--- src/rtl/rv_csr_pkg.sv ---
// Shared machine-mode CSR definitions: addresses, cause codes, mstatus
// field positions, trap FSM state encoding and mstatus update helpers.
package rv_csr_pkg;

    // Machine-mode CSR addresses
    localparam logic [11:0] CSR_MSTATUS = 12'h300;
    localparam logic [11:0] CSR_MIE     = 12'h304;
    localparam logic [11:0] CSR_MTVEC   = 12'h305;
    localparam logic [11:0] CSR_MEPC    = 12'h341;
    localparam logic [11:0] CSR_MCAUSE  = 12'h342;
    localparam logic [11:0] CSR_MTVAL   = 12'h343;
    localparam logic [11:0] CSR_MIP     = 12'h344;

    // Interrupt cause codes (also the mie/mip bit positions)
    localparam logic [3:0] CAUSE_MSI = 4'd3;
    localparam logic [3:0] CAUSE_MTI = 4'd7;
    localparam logic [3:0] CAUSE_MEI = 4'd11;

    // mstatus field positions
    localparam int MSTATUS_MIE    = 3;
    localparam int MSTATUS_MPIE   = 7;
    localparam int MSTATUS_MPP_LO = 11;
    localparam int MSTATUS_MPP_HI = 12;

    // mie / mip enable and pending bit positions
    localparam int MIX_MSI = 3;
    localparam int MIX_MTI = 7;
    localparam int MIX_MEI = 11;

    // mtvec mode value selecting vectored interrupts
    localparam logic [1:0] MTVEC_MODE_VECTORED = 2'b01;

    typedef enum logic [2:0] {
        ST_IDLE     = 3'd0,
        ST_CAPTURE  = 3'd1,
        ST_WRITE    = 3'd2,
        ST_RET      = 3'd3,
        ST_REDIRECT = 3'd4
    } trap_state_e;

    // Place the {MEI, MTI, MSI} request lines on their mip bit positions.
    function automatic logic [31:0] mip_map(input logic [2:0] irq);
        logic [31:0] r;
        r          = 32'd0;
        r[MIX_MEI] = irq[2];
        r[MIX_MTI] = irq[1];
        r[MIX_MSI] = irq[0];
        return r;
    endfunction

    // mstatus on trap entry: stash MIE in MPIE, disable, return to M-mode.
    function automatic logic [31:0] mstatus_on_trap(input logic [31:0] ms);
        logic [31:0] r;
        r                                = ms;
        r[MSTATUS_MPIE]                  = ms[MSTATUS_MIE];
        r[MSTATUS_MIE]                   = 1'b0;
        r[MSTATUS_MPP_HI:MSTATUS_MPP_LO] = 2'b11;
        return r;
    endfunction

    // mstatus on MRET: restore MIE from MPIE and set MPIE.
    function automatic logic [31:0] mstatus_on_mret(input logic [31:0] ms);
        logic [31:0] r;
        r               = ms;
        r[MSTATUS_MIE]  = ms[MSTATUS_MPIE];
        r[MSTATUS_MPIE] = 1'b1;
        return r;
    endfunction

endpackage

--- src/rtl/irq_prio.sv ---
// Combinational interrupt masking and priority encoding (MEI > MSI > MTI).
module irq_prio
    import rv_csr_pkg::*;
(
    input  logic [2:0]  irq_i,
    input  logic [31:0] mie_i,
    input  logic        glob_en_i,
    output logic        take_o,
    output logic [3:0]  cause_o
);

    logic [2:0] masked_s;
    logic       mie_unused_s;

    // Only the three standard enable bits matter here.
    assign mie_unused_s = ^{mie_i[31:12], mie_i[10:8], mie_i[6:4], mie_i[2:0]};

    // Mask the pending lines and pick the highest-priority cause.
    always_comb begin
        masked_s = {irq_i[2] & mie_i[MIX_MEI],
                    irq_i[1] & mie_i[MIX_MTI],
                    irq_i[0] & mie_i[MIX_MSI]};
        take_o   = glob_en_i & (|masked_s);
        if (masked_s[2]) begin
            cause_o = CAUSE_MEI;
        end else if (masked_s[0]) begin
            cause_o = CAUSE_MSI;
        end else if (masked_s[1]) begin
            cause_o = CAUSE_MTI;
        end else begin
            cause_o = 4'd0;
        end
    end

endmodule

--- src/rtl/trap_ctrl.sv ---
// Machine-mode trap controller: sequences exception/interrupt entry and MRET,
// produces CSR write data and the fetch redirect.
module trap_ctrl
    import rv_csr_pkg::*;
#(
    parameter bit VECTORED_EN = 1'b1
) (
    input  logic        clk_i,
    input  logic        rst_ni,
    input  logic        exc_valid_i,
    input  logic [3:0]  exc_cause_i,
    input  logic [31:0] exc_pc_i,
    input  logic [31:0] exc_tval_i,
    input  logic        mret_i,
    input  logic [2:0]  irq_i,
    input  logic [31:0] next_pc_i,
    input  logic [31:0] mstatus_i,
    input  logic [31:0] mie_i,
    input  logic [31:0] mtvec_i,
    input  logic [31:0] mepc_i,
    input  logic        redirect_ready_i,
    output logic        busy_o,
    output logic        flush_o,
    output logic        we_exc_o,
    output logic        is_int_o,
    output logic [31:0] mcause_d_o,
    output logic [31:0] mepc_d_o,
    output logic [31:0] mtval_d_o,
    output logic [31:0] mstatus_d_o,
    output logic [31:0] mip_d_o,
    output logic        redirect_valid_o,
    output logic [31:0] redirect_pc_o
);

    trap_state_e state_q, state_d;
    logic [3:0]  cause_q, cause_d;
    logic [31:0] pc_q, pc_d;
    logic [31:0] tval_q, tval_d;
    logic        int_q, int_d;
    logic [31:0] redirect_pc_q, redirect_pc_d;
    logic        busy_q, flush_q, we_q, is_int_q, redirect_valid_q;

    logic        irq_take_s;
    logic [3:0]  irq_cause_s;
    logic [31:0] tvec_base_s;
    logic [31:0] trap_target_s;

    irq_prio u_irq_prio (
        .irq_i     (irq_i),
        .mie_i     (mie_i),
        .glob_en_i (mstatus_i[MSTATUS_MIE]),
        .take_o    (irq_take_s),
        .cause_o   (irq_cause_s)
    );

    // Trap vector: base for exceptions, base + 4*cause for vectored interrupts.
    always_comb begin
        tvec_base_s = {mtvec_i[31:2], 2'b00};
        if (VECTORED_EN && int_q && (mtvec_i[1:0] == MTVEC_MODE_VECTORED)) begin
            trap_target_s = tvec_base_s + {26'd0, cause_q, 2'b00};
        end else begin
            trap_target_s = tvec_base_s;
        end
    end

    // Next-state logic; request details are latched on the way into CAPTURE.
    always_comb begin
        state_d       = state_q;
        cause_d       = cause_q;
        pc_d          = pc_q;
        tval_d        = tval_q;
        int_d         = int_q;
        redirect_pc_d = redirect_pc_q;
        case (state_q)
            ST_IDLE: begin
                if (exc_valid_i) begin
                    state_d = ST_CAPTURE;
                    cause_d = exc_cause_i;
                    pc_d    = exc_pc_i;
                    tval_d  = exc_tval_i;
                    int_d   = 1'b0;
                end else if (mret_i) begin
                    state_d = ST_RET;
                end else if (irq_take_s) begin
                    state_d = ST_CAPTURE;
                    cause_d = irq_cause_s;
                    pc_d    = next_pc_i;
                    tval_d  = 32'd0;
                    int_d   = 1'b1;
                end else begin
                    state_d = ST_IDLE;
                end
            end
            ST_CAPTURE: begin
                state_d = ST_WRITE;
            end
            ST_WRITE: begin
                state_d       = ST_REDIRECT;
                redirect_pc_d = trap_target_s;
            end
            ST_RET: begin
                state_d       = ST_REDIRECT;
                redirect_pc_d = {mepc_i[31:2], 2'b00};
            end
            ST_REDIRECT: begin
                if (redirect_ready_i) begin
                    state_d       = ST_IDLE;
                    redirect_pc_d = 32'd0;
                end else begin
                    state_d = ST_REDIRECT;
                end
            end
            default: begin
                state_d       = ST_IDLE;
                redirect_pc_d = 32'd0;
            end
        endcase
    end

    // State, latched trap details and registered control strobes.
    always_ff @(posedge clk_i or negedge rst_ni) begin
        if (!rst_ni) begin
            state_q          <= ST_IDLE;
            cause_q          <= 4'd0;
            pc_q             <= 32'd0;
            tval_q           <= 32'd0;
            int_q            <= 1'b0;
            redirect_pc_q    <= 32'd0;
            busy_q           <= 1'b0;
            flush_q          <= 1'b0;
            we_q             <= 1'b0;
            is_int_q         <= 1'b0;
            redirect_valid_q <= 1'b0;
        end else begin
            state_q          <= state_d;
            cause_q          <= cause_d;
            pc_q             <= pc_d;
            tval_q           <= tval_d;
            int_q            <= int_d;
            redirect_pc_q    <= redirect_pc_d;
            busy_q           <= (state_d != ST_IDLE);
            flush_q          <= (state_d == ST_CAPTURE) || (state_d == ST_RET);
            we_q             <= (state_d == ST_WRITE) || (state_d == ST_RET);
            is_int_q         <= (state_d == ST_WRITE) && int_d;
            redirect_valid_q <= (state_d == ST_REDIRECT);
        end
    end

    // CSR write data, driven only while the update strobe is active.
    always_comb begin
        mcause_d_o  = 32'd0;
        mepc_d_o    = 32'd0;
        mtval_d_o   = 32'd0;
        mstatus_d_o = 32'd0;
        mip_d_o     = 32'd0;
        case (state_q)
            ST_WRITE: begin
                mcause_d_o  = {int_q, 27'd0, cause_q};
                mepc_d_o    = {pc_q[31:2], 2'b00};
                mtval_d_o   = int_q ? 32'd0 : tval_q;
                mstatus_d_o = mstatus_on_trap(mstatus_i);
                mip_d_o     = mip_map(irq_i);
            end
            ST_RET: begin
                // mcause/mtval reflect the last trap, mepc passes through unchanged
                mcause_d_o  = {int_q, 27'd0, cause_q};
                mepc_d_o    = mepc_i;
                mtval_d_o   = int_q ? 32'd0 : tval_q;
                mstatus_d_o = mstatus_on_mret(mstatus_i);
                mip_d_o     = mip_map(irq_i);
            end
            default: begin
                mcause_d_o  = 32'd0;
                mepc_d_o    = 32'd0;
                mtval_d_o   = 32'd0;
                mstatus_d_o = 32'd0;
                mip_d_o     = 32'd0;
            end
        endcase
    end

    assign busy_o           = busy_q;
    assign flush_o          = flush_q;
    assign we_exc_o         = we_q;
    assign is_int_o         = is_int_q;
    assign redirect_valid_o = redirect_valid_q;
    assign redirect_pc_o    = redirect_pc_q;

endmodule

--- config.mk ---
export PLATFORM = sky130hd
export DESIGN_NAME = trap_ctrl
export DESIGN_NICKNAME = d
export VERILOG_FILES = /design/src/rtl/rv_csr_pkg.sv /design/src/rtl/irq_prio.sv /design/src/rtl/trap_ctrl.sv
export SDC_FILE = /design/constraint.sdc
export NUM_CORES = 1
export LEC_CHECK = 0
export BUFFER_PORTS_ARGS = -buffer_cell sky130_fd_sc_hd__buf_2
export CAP_MARGIN = 20
export CORE_AREA = 2 2 166 168
export CTS_BUF_LIST = sky130_fd_sc_hd__clkbuf_2
export DETAILED_ROUTE_END_ITERATION = 16
export DIE_AREA = 0 0 168 170
export PLACE_DENSITY = 0.58
export SYNTH_ARGS = -nofsm -noshare
export SYNTH_HDL_FRONTEND = slang
export SYNTH_SLANG_ARGS = --single-unit
export TNS_END_PERCENT = 10
--- constraint.sdc ---
create_clock -name clk_i -period 2.4 [get_ports clk_i]
set_input_delay 0.12 -clock clk_i [delete_from_list [all_inputs] [get_ports clk_i]]
set_output_delay 0.12 -clock clk_i [all_outputs]
set_load 0.1 [all_outputs]
==> results.md, run 1 <==
- Worst Path Arrival: 2.18 ns
- Final setup viols: 0
- Max VDD drop: 0.000737 V
- Upper clock frequency limit: 0.435 GHz
- Ys Warns: 0
- Die H: 170 µm
- # IOs: 433
- Worst Setup SP: state_q[2]
- Core area: 26700 µm²
- Total GRT Usage: 18.8%
- Sequential area share after synthesis: 41.6%
- Pre-CTS setup slack: 0.130 ns
- Final RePlAce weighted congestion: 0.778
- # DRC: 0
- Fillers: 2530
- PD cells: 1260 nW/µm²
- Critical path data required time: 2.28 ns
- Hold crit path type: primary input to flip-flop
- Setup slack after layout: 0.103 ns
- Outcome: complete, no violations
- Routed WL per cell: 17.7 µm
- Nets: 1436
- Cts bufs inserted: 9
- DIE WIDTH: 168 µm
- Top sig layer: met4
- Via count: 6958
- Setup TNS: 0 ns
- Reg2reg start: cause_q[0]
- Row count: 60
- Crit path capture type: output port
- Synthesized instance count: 682
- Htree depth: 3
- IO Port Bufs: 341
- Hold Startpoint: mtvec_i[4]
- CTS tree: yes
- Starting density of the core: 23.7%
- Root Driver: clkbuf_2
- DRT iter0 DRCs: 254
- Layout area overhead: 79.7%
- Reg area: 2630 µm²
- Share of cells above drive strength 1: 34.1%
- Synthesized area per cell: 9.27 µm²
- Initial DRT Pass Iterations: 4
- Vias in the first global route: 7278
- Multi-input gate area: 3320 µm²
- Setup crit start kind: flip-flop
- Initial antenna violation count: 1
- Via density: 4.51
- Worst clock skew: 0.0589 ns
- Longest Clk Path Bufs: 2
- Max cap viols: 0
- Slew margin rel.: 63.7%
- Actual slew at the worst max-slew pin: 0.548 ns
- Clock-pin slew of the registers on the worst-case setup and hold paths: 0.33 ns
- Final worst-path cycle share: 95.7%
- EDFF count, synth: 0
- Die ar.: 28600 µm²
- Routed Antenna Nets: 0
- Post-DP HPWL: 19600 µm
- P_leak: 5.51 nW
- Met2 wire len: 14000 µm
- Flops & latches, synth: 105
- Type of the worst setup path: flip-flop to output port
- M1 WL: 10200 µm
- Synth async-reset ratio: 100%
- Largest net degree at the start of global routing: 44
- Overflow after GRT: 0
- Mapped cell area: 6320 µm²
- Final min period: 2.30 ns
- Final Util: 42.6%
- RSZ-0062 raised after global routing: yes
- Total power: 0.0143 W
- Slew Viols, Final: 0
- Final Hold Fails: 0
- Clock latency at the later pin of the worst-skew pair: 0.66 ns
- Main flop type after synthesis: dfrtp_1
- Crit Path Max Fanout: 32
- First-pass GRT wire length: 41300 µm
- Detailed Route WL: 27300 µm
- CTS Sinks: 105
- Metal3 WL: 2170 µm
- Post-synthesis cell type count: 43
layer usage:
layer | vias up | track usage (%)
li1 | 3279 | -
met1 | 3287 | 21.0
met2 | 346 | 34.3
met3 | 46 | 5.21
met4 | 0 | 6.77
met5 | - | 0
synth_stat cells (7+ instances only):
master    number  area (µm²)
nand3_1        7        35.0
mux2i_1       57         571
xnor2_1       11        96.3
o21ai_0       60         300
nand2_1       62         233
and3_1         8        50.1
and2_1        68         425
a21oi_1       16        80.1
a22o_1        36         315
a22oi_1       10        75.1
buf_2          8        40.0
dfrtp_1      105        2630
nor2_1        48         180
a32oi_1       14         123
buf_4         58         435
clkbuf_1      34         128
xor2_1        16         140
nand4_1        9        56.3
logic make-up after synthesis:
family | Yosys count | share of synthesized area (%)
fa+ha+maj | 5 | 1.11
simple gates | 223 | 18.1
mux | 57 | 9.02
other cells | 1 | 0.0593
buf+inv | 109 | 10.1
flops | 105 | 41.6
compound gates | 155 | 16.3
xor+xnor | 27 | 3.74
cell usage in the layout (no fill, tap or decap), drive strengths merged, types with 8 or more instances in the layout:
cell type,instances
a32oi,14
a22o,36
clkbuf,30
dfrtp,105
dlygate4sd3,174
xor2,16
nand3,8
nand2,62
conb,58
nand4,9
xnor2,11
buf,355
nor2,48
and2,68
a22oi,10
a21oi,16
o21ai,65
and3,8
inv,8
mux2i,57
per-stage QoR:
stage	hold WS [ns]	instances	area, µm²
after floorplan	-0.176	739	6550
after detailed placement	0.120	1345	9330
final	0.0774	1542	11400
after CTS	0.00158	1538	11300
after global routing	0.0816	1542	11400
after global placement	0.127	1345	9330
registers in the layout (all words and copies together) (netlist names):
register / count
cause_q: 4
state_q: 3
busy_o: 1
is_int_o: 1
tval_q: 32
redirect_valid_o: 1
redirect_pc_o: 30
int_q: 1
pc_q: 30
flush_o: 1
we_exc_o: 1
layout make-up:
type,instances,area share (%)
Clock buffer,9,0.396
Multi-Input combinational cell,525,29.2
Inverter,4,0.132
Antenna cell,1,0.0220
Tap cell,341,3.76
Sequential cell,105,23.2
Timing Repair Buffer,550,42.7
Clock inverter,7,0.540
critical path: stages (launching register included):
cell      delay, ns
dfrtp_2        0.52
nand2b_4       0.23
nor2_1         0.15
buf_6          0.24
and2_1         0.22
buf_12         0.19
path summary, 6_finish.rpt:
| path | cells after the start | slack (ns) | to |
|---|---|---|---|
| max | 5 | 0.10 | mtval_d_o[31] |
| min | 5 | 0.08 | redirect_pc_o[5] |
| max reg2reg | 8 | 0.13 | redirect_pc_o[4] |
| min reg2reg | 2 | 0.52 | pc_q[13] |
| max in group asynchronous | 4 | 1.43 | state_q[0] |
| min in group asynchronous | 4 | 0.49 | tval_q[17] |
power breakdown:
part	switching, W	internal [W]
logic	0.00744	0.00295
registers	0.000486	0.00254
clock network	0.000702	0.000164
total	0.00862	0.00565
repair_timing:
action,in CTS,in global routing
resized for setup,21,25
hold buffers,175,0
setup endpoints to repair,93,76
hold endpoints to repair,209,0
buffers inserted,2,3
No activity file was read; power rests on OpenSTA's default activity.
==> inputs of run 2 (changes only) <==
- PLACE_DENSITY: 0.58 -> 0.51
==> run 2 against run 1 <==
Effect of this change:
- sequential power is essentially flat
- design area up 0.23%
- highest routed layer unchanged
- total power rose by 1.8%
- critical path depth is 3 higher
- die area is the same
==> results.md, run 2 (synthesized netlist as in run 1, its figures left out) <==
- Outcome: complete, no violations
- Reg2Reg Depth: 8
- Max VDD drop: 0.000776 V
- Actual slew at the worst max-slew pin: 0.610 ns
- CTS tree: yes
- Upper clock frequency limit: 0.436 GHz
- Critical path data required time: 3.02 ns
- DRT iter0 DRCs: 204
- Htree depth: 3
- First-pass GRT wire length: 41300 µm
- Routed Antenna Nets: 0
- Largest net degree at the start of global routing: 106
- Initial antenna violation count: 3
- Cts bufs inserted: 9
- Hold crit path type: primary input to flip-flop
- Final worst-path cycle share: 95.6%
- RR Endpoint: redirect_pc_o[9]
- Die ar.: 28600 µm²
- Nets: 1437
- Reg2reg start: cause_q[2]
- Final RePlAce weighted congestion: 0.766
- Overflow after GRT: 0
- Routed WL per cell: 18.0 µm
- Clock latency at the later pin of the worst-skew pair: 0.64 ns
- Root Driver: clkbuf_2
- Reg power frac: 20.6%
- Slew Viols, Final: 0
- Via count: 6839
- Biggest register: tval_q
- Initial DRT Pass Iterations: 4
- Final Hold Fails: 0
- Setup slack after layout: 0.104 ns
- IO Port Bufs: 341
- Crit Path Max Fanout: 11
- Post-DP HPWL: 19500 µm
- # IOs: 433
- Worst reg2reg setup slack: 0.10 ns
- DIE WIDTH: 168 µm
- Power Internal: 0.00583 W
- Via density: 4.43
- Row count: 60
- Clock-pin slew of the registers on the worst-case setup and hold paths: 0.35 ns
- Clk network pwr share: 6.5%
- Type of the worst setup path: flip-flop to flip-flop
- RSZ-0062 raised after global routing: yes
- Max cap viols: 0
- Comb power frac: 72.9%
- Vias in the first global route: 7175
- Worst-case hold path end point: redirect_pc_o[5]
- Pre-CTS setup slack: 0.141 ns
- Worst Setup SP: cause_q[2]
- Crit path capture type: flip-flop
- PD cells: 1280 nW/µm²
- # DRC: 0
- Switching portion of total power: 59.9%
- Hold depth: 5
- Final setup viols: 0
- Layout area overhead: 80.1%
- Largest register FFs: 32
- Core area: 26700 µm²
- Die H: 170 µm
- Setup TNS: 0 ns
- P_leak: 5.53 nW
- Detailed Route WL: 27800 µm
- Worst Path Arrival: 2.92 ns
- Setup crit start kind: flip-flop
- Commonest non-fill, non-tap cells in the layout: 252 x buf_2, 175 x dlygate4sd3_1, 102 x dfrtp_1
- Hold Startpoint: mtvec_i[3]
- Longest Clk Path Bufs: 2
- Leading cell type in the layout, fill and taps excluded: buf_2
- Share of cells above drive strength 1: 34.6%
- Final min period: 2.30 ns
- Net Sw Power: 0.00871 W
- Total GRT Usage: 18.9%
- Slew margin rel.: 59.3%
- CTS Sinks: 105
- Starting density of the core: 23.7%
- Worst clock skew: 0.0372 ns
[run 2: what timing repair did]
item | in CTS | in global routing
setup endpoints to repair | 85 | 81
hold buffers | 175 | 0
cloned | 0 | 2
hold endpoints to repair | 209 | 0
resized for setup | 36 | 41
pin swaps | 0 | 1
setup buffers | 1 | 7
[run 2: worst max path at each step]
stage          slack [ns]           endpoint
6_report             0.10   redirect_pc_o[9]
5_1_grt             -0.04    mstatus_d_o[12]
4_1_cts            -0.002     mcause_d_o[31]
3_5_place_dp         0.14  redirect_pc_o[22]
3_3_place_gp         0.17  redirect_pc_o[22]
2_1_floorplan       -0.07        mepc_d_o[6]
[run 2: final cells by class]
type | count | area, µm²
timing repair buffer | 551 | 4830
fill | 2565 | 15300
clock buffer | 9 | 45.0
antenna | 3 | 7.51
multi-input combinational | 525 | 3340
inverter | 4 | 18.8
tap | 341 | 427
sequential | 105 | 2630
clock inverter | 7 | 77.6
[run 2: power by group through the flow]
| stage | Sequential, W | Clock, W | Combinational [W] |
|---|---|---|---|
| finish | 0.00300 | 0.000946 | 0.0106 |
| global route | 0.00310 | 0.00109 | 0.0111 |
| CTS | 0.00301 | 0.00101 | 0.0104 |
| detailed placement | 0.00305 | 0 | 0.00993 |
| global placement | 0.00305 | 0 | 0.00986 |
| floorplan | 0.00443 | 0 | 0.00570 |
[run 2: stage by stage]
step	utilization, %	std cells	hold slack, ns	power, W	cell area, µm²
2_1_floorplan	-	739	-0.176	0.0101	6550
3_3_place_gp	34.5	1341	0.264	0.0129	9210
3_5_place_dp	34.5	1341	0.263	0.0130	9210
4_1_cts	42.0	1533	0.0331	0.0144	11200
5_1_grt	42.7	1544	0.0720	0.0153	11400
6_report	42.7	1545	0.100	0.0145	11400
[run 2: worst max-delay path: stages (launching register included)]
cell and delay, ns:
dfrtp_1 0.46, ha_1 0.34, o21ai_0 0.13, o21bai_1 0.19
buf_6 0.20, nand2_1 0.08, xor2_1 0.15, o21ai_0 0.17
dlygate4sd3_1 0.58
[run 2: metal layers]
layer	vias to the layer above	global-route usage (%)	part of all wire [%]
met2	271	35.1	51
met1	3261	21.8	40
met5	-	0	0
met4	0	3.82	0.93
li1	3288	-	-
met3	19	5.09	7.4
==> inputs of run 3 (changes only) <==
- CORE_AREA: 2 2 166 168 -> 2 2 169 171
- DIE_AREA: 0 0 168 170 -> 0 0 171 173
- PLACE_DENSITY: 0.51 -> 0.49
==> run 3 against run 2 <==
Effect of this change:
- clock skew shrank 0.0092 ns
- first-iteration DRC count up 16%
- clock power decreased by 15%
- die area rose by 3.6%
- design area down 0.30%
- sequential power about the same
- sequential share of layout area rose by 0.069 points
- fmax is 1.1% higher
- hold slack lost 0.0050 ns
- worst setup slack better by 0.026 ns
- flip-flop and latch count is the same
- total power is 2.1% lower
- largest cell class unchanged
==> results.md, run 3 (synthesized netlist as in run 1, its figures left out) <==
- Post-route cell area: 11400 µm²
- Net Sw Power: 0.00859 W
- Final worst-path cycle share: 94.6%
- Setup crit start kind: flip-flop
- Clk network pwr share: 5.6%
- Initial antenna violation count: 4
- # DRC: 0
- RSZ-0062 raised after global routing: yes
- Max VDD drop: 0.000560 V
- Reg power frac: 21.1%
- Worst clock skew: 0.0280 ns
- Multi-input gate area: 3350 µm²
- Detailed Route WL: 27600 µm
- Cts bufs inserted: 9
- PD cells: 1250 nW/µm²
- Initial DRT Pass Iterations: 4
- Clock-pin slew of the registers on the worst-case setup and hold paths: 0.32 ns
- Critical path data required time: 2.93 ns
- CTS tree: yes
- M1 WL: 11200 µm
- First-pass GRT wire length: 41000 µm
- Final RePlAce weighted congestion: 0.754
- Outcome: complete, no violations
- Crit Path Max Fanout: 3
- Overflow after GRT: 0
- Root Driver: clkbuf_2
- Final setup viols: 0
- Post-DP HPWL: 19800 µm
- Die ar.: 29600 µm²
- DIE WIDTH: 171 µm
- Layout area overhead: 79.5%
- # IOs: 433
- Setup slack after layout: 0.130 ns
- Largest net degree at the start of global routing: 67
- Met2 wire len: 14000 µm
- Power Internal: 0.00564 W
- Largest register FFs: 32
- Upper clock frequency limit: 0.441 GHz
- Routed Antenna Nets: 0
- Commonest non-fill, non-tap cells in the layout: 239 x buf_2, 173 x dlygate4sd3_1, 102 x dfrtp_1
- Leading cell type in the layout, fill and taps excluded: buf_2
- Total GRT Usage: 18.1%
- Clock latency at the later pin of the worst-skew pair: 0.60 ns
- Placed cell area: 9250 µm²
- Die H: 173 µm
- Actual slew at the worst max-slew pin: 0.561 ns
- Comb power frac: 73.2%
- Total power: 0.0142 W
- Metal3 WL: 2080 µm
- Fillers: 2768
- Pre-CTS setup slack: 0.0701 ns
- Routed WL per cell: 17.5 µm
- CTS Sinks: 105
- Slowest CP cell: dlygate4sd3_1
- Final min period: 2.27 ns
- Slew margin rel.: 62.3%
- Slowest stage delay, CP: 0.56 ns
- Vias in the first global route: 7108
- Crit path capture type: flip-flop
- Biggest register: tval_q
- Reg area: 2630 µm²
- Top sig layer: met5
- Share of cells above drive strength 1: 34.9%
- Nets: 1435
- Htree depth: 3
- Hold crit path type: primary input to flip-flop
- DRT iter0 DRCs: 236
- Max cap viols: 0
- Starting density of the core: 22.9%
- Switching portion of total power: 60.4%
- Type of the worst setup path: flip-flop to flip-flop
- Worst Path Arrival: 2.80 ns
- Via count: 6835
- Core area: 27600 µm²
- Worst path cell trace: ha_2 > fa_2 > xnor2_2 > nor2_1 > a21oi_2 > o21ai_0 > dlygate4sd3_1 > a22o_1
- Final Hold Fails: 0
- P_leak: 5.50 nW
- Row count: 61
- Slew Viols, Final: 0
- IO Port Bufs: 341
- Via density: 4.33
- Longest Clk Path Bufs: 2
==> run 3: changes by cell type in the layout (fill, tap and decap cells not counted), sizes merged <==
cell and delta:
clkinv +2, dlygate4sd3 -2, clkbuf +14, inv -1
buf -12, bufinv -1, clkinvlp -2, diode -1
==> run 3: final cells by class <==
cell class / count / area share [%]
clock inverters: 5 / 0.276
inverters: 4 / 0.165
multi-input cells: 525 / 29.5
diodes: 2 / 0.0441
clock buffers: 11 / 0.485
flip-flops and latches: 105 / 23.2
repair buffers: 549 / 42.1
well taps: 378 / 4.17
==> run 3: per-layer routing <==
| metal | track usage [%] | up-vias |
|---|---|---|
| met4 | 4.24 | 4 |
| met1 | 20.9 | 3245 |
| li1 | - | 3282 |
| met5 | 0 | - |
| met3 | 4.92 | 24 |
| met2 | 32.8 | 280 |
==> run 3: through the flow <==
step           util, %  hold slack, ns  cells  TNS [ns]
5_1_grt           41.1          0.0595   1578    -0.122
3_3_place_gp      33.5          0.0460   1384         0
6_report          41.1          0.0954   1579         0
3_5_place_dp      33.5          0.0436   1384         0
4_1_cts           40.5          0.0325   1574   -0.0148
2_1_floorplan        -          -0.176    739    -0.781
==> run 3: power by group through the flow <==
stage          registers (W)  clock network, W  logic, W
4_1_cts              0.00300          0.000856    0.0103
3_3_place_gp         0.00302                 0   0.00986
3_5_place_dp         0.00302                 0   0.00989
5_1_grt              0.00311          0.000913    0.0110
2_1_floorplan        0.00443                 0   0.00570
6_report             0.00301          0.000800    0.0104
==> run 3: worst paths after layout <==
| check | start | slack, ns | end | depth (start not counted) |
|---|---|---|---|---|
| max | cause_q[0] | 0.13 | redirect_pc_o[4] | 8 |
| min | mtvec_i[1] | 0.1 | redirect_pc_o[29] | 6 |
| max reg2reg | cause_q[0] | 0.13 | redirect_pc_o[4] | 8 |
| min reg2reg | pc_q[19] | 0.52 | pc_q[19] | 2 |
| max in group asynchronous | rst_ni | 1.05 | pc_q[12] | 5 |
| min in group asynchronous | rst_ni | 0.52 | tval_q[21] | 4 |
==> run 3: worst max-delay path: cells and delay by family (launching register included) <==
kind,cells,cell delay (ns)
flip-flops,1,0.46
AND/OR/NAND/NOR,1,0.06
AO/OA/AOI/OAI,3,0.35
XOR/XNOR,1,0.17
buffers and inverters,1,0.56
adder cells (fa/ha/maj),2,0.60
==> run 3: timing repair <==
| action | in CTS | in global routing |
|---|---|---|
| endpoints found under the hold margin | 209 | 0 |
| endpoints found under the setup margin | 103 | 95 |
| buffers inserted | 1 | 2 |
| pin swaps | 0 | 1 |
| resized for setup | 41 | 42 |
| hold buffers | 173 | 0 |
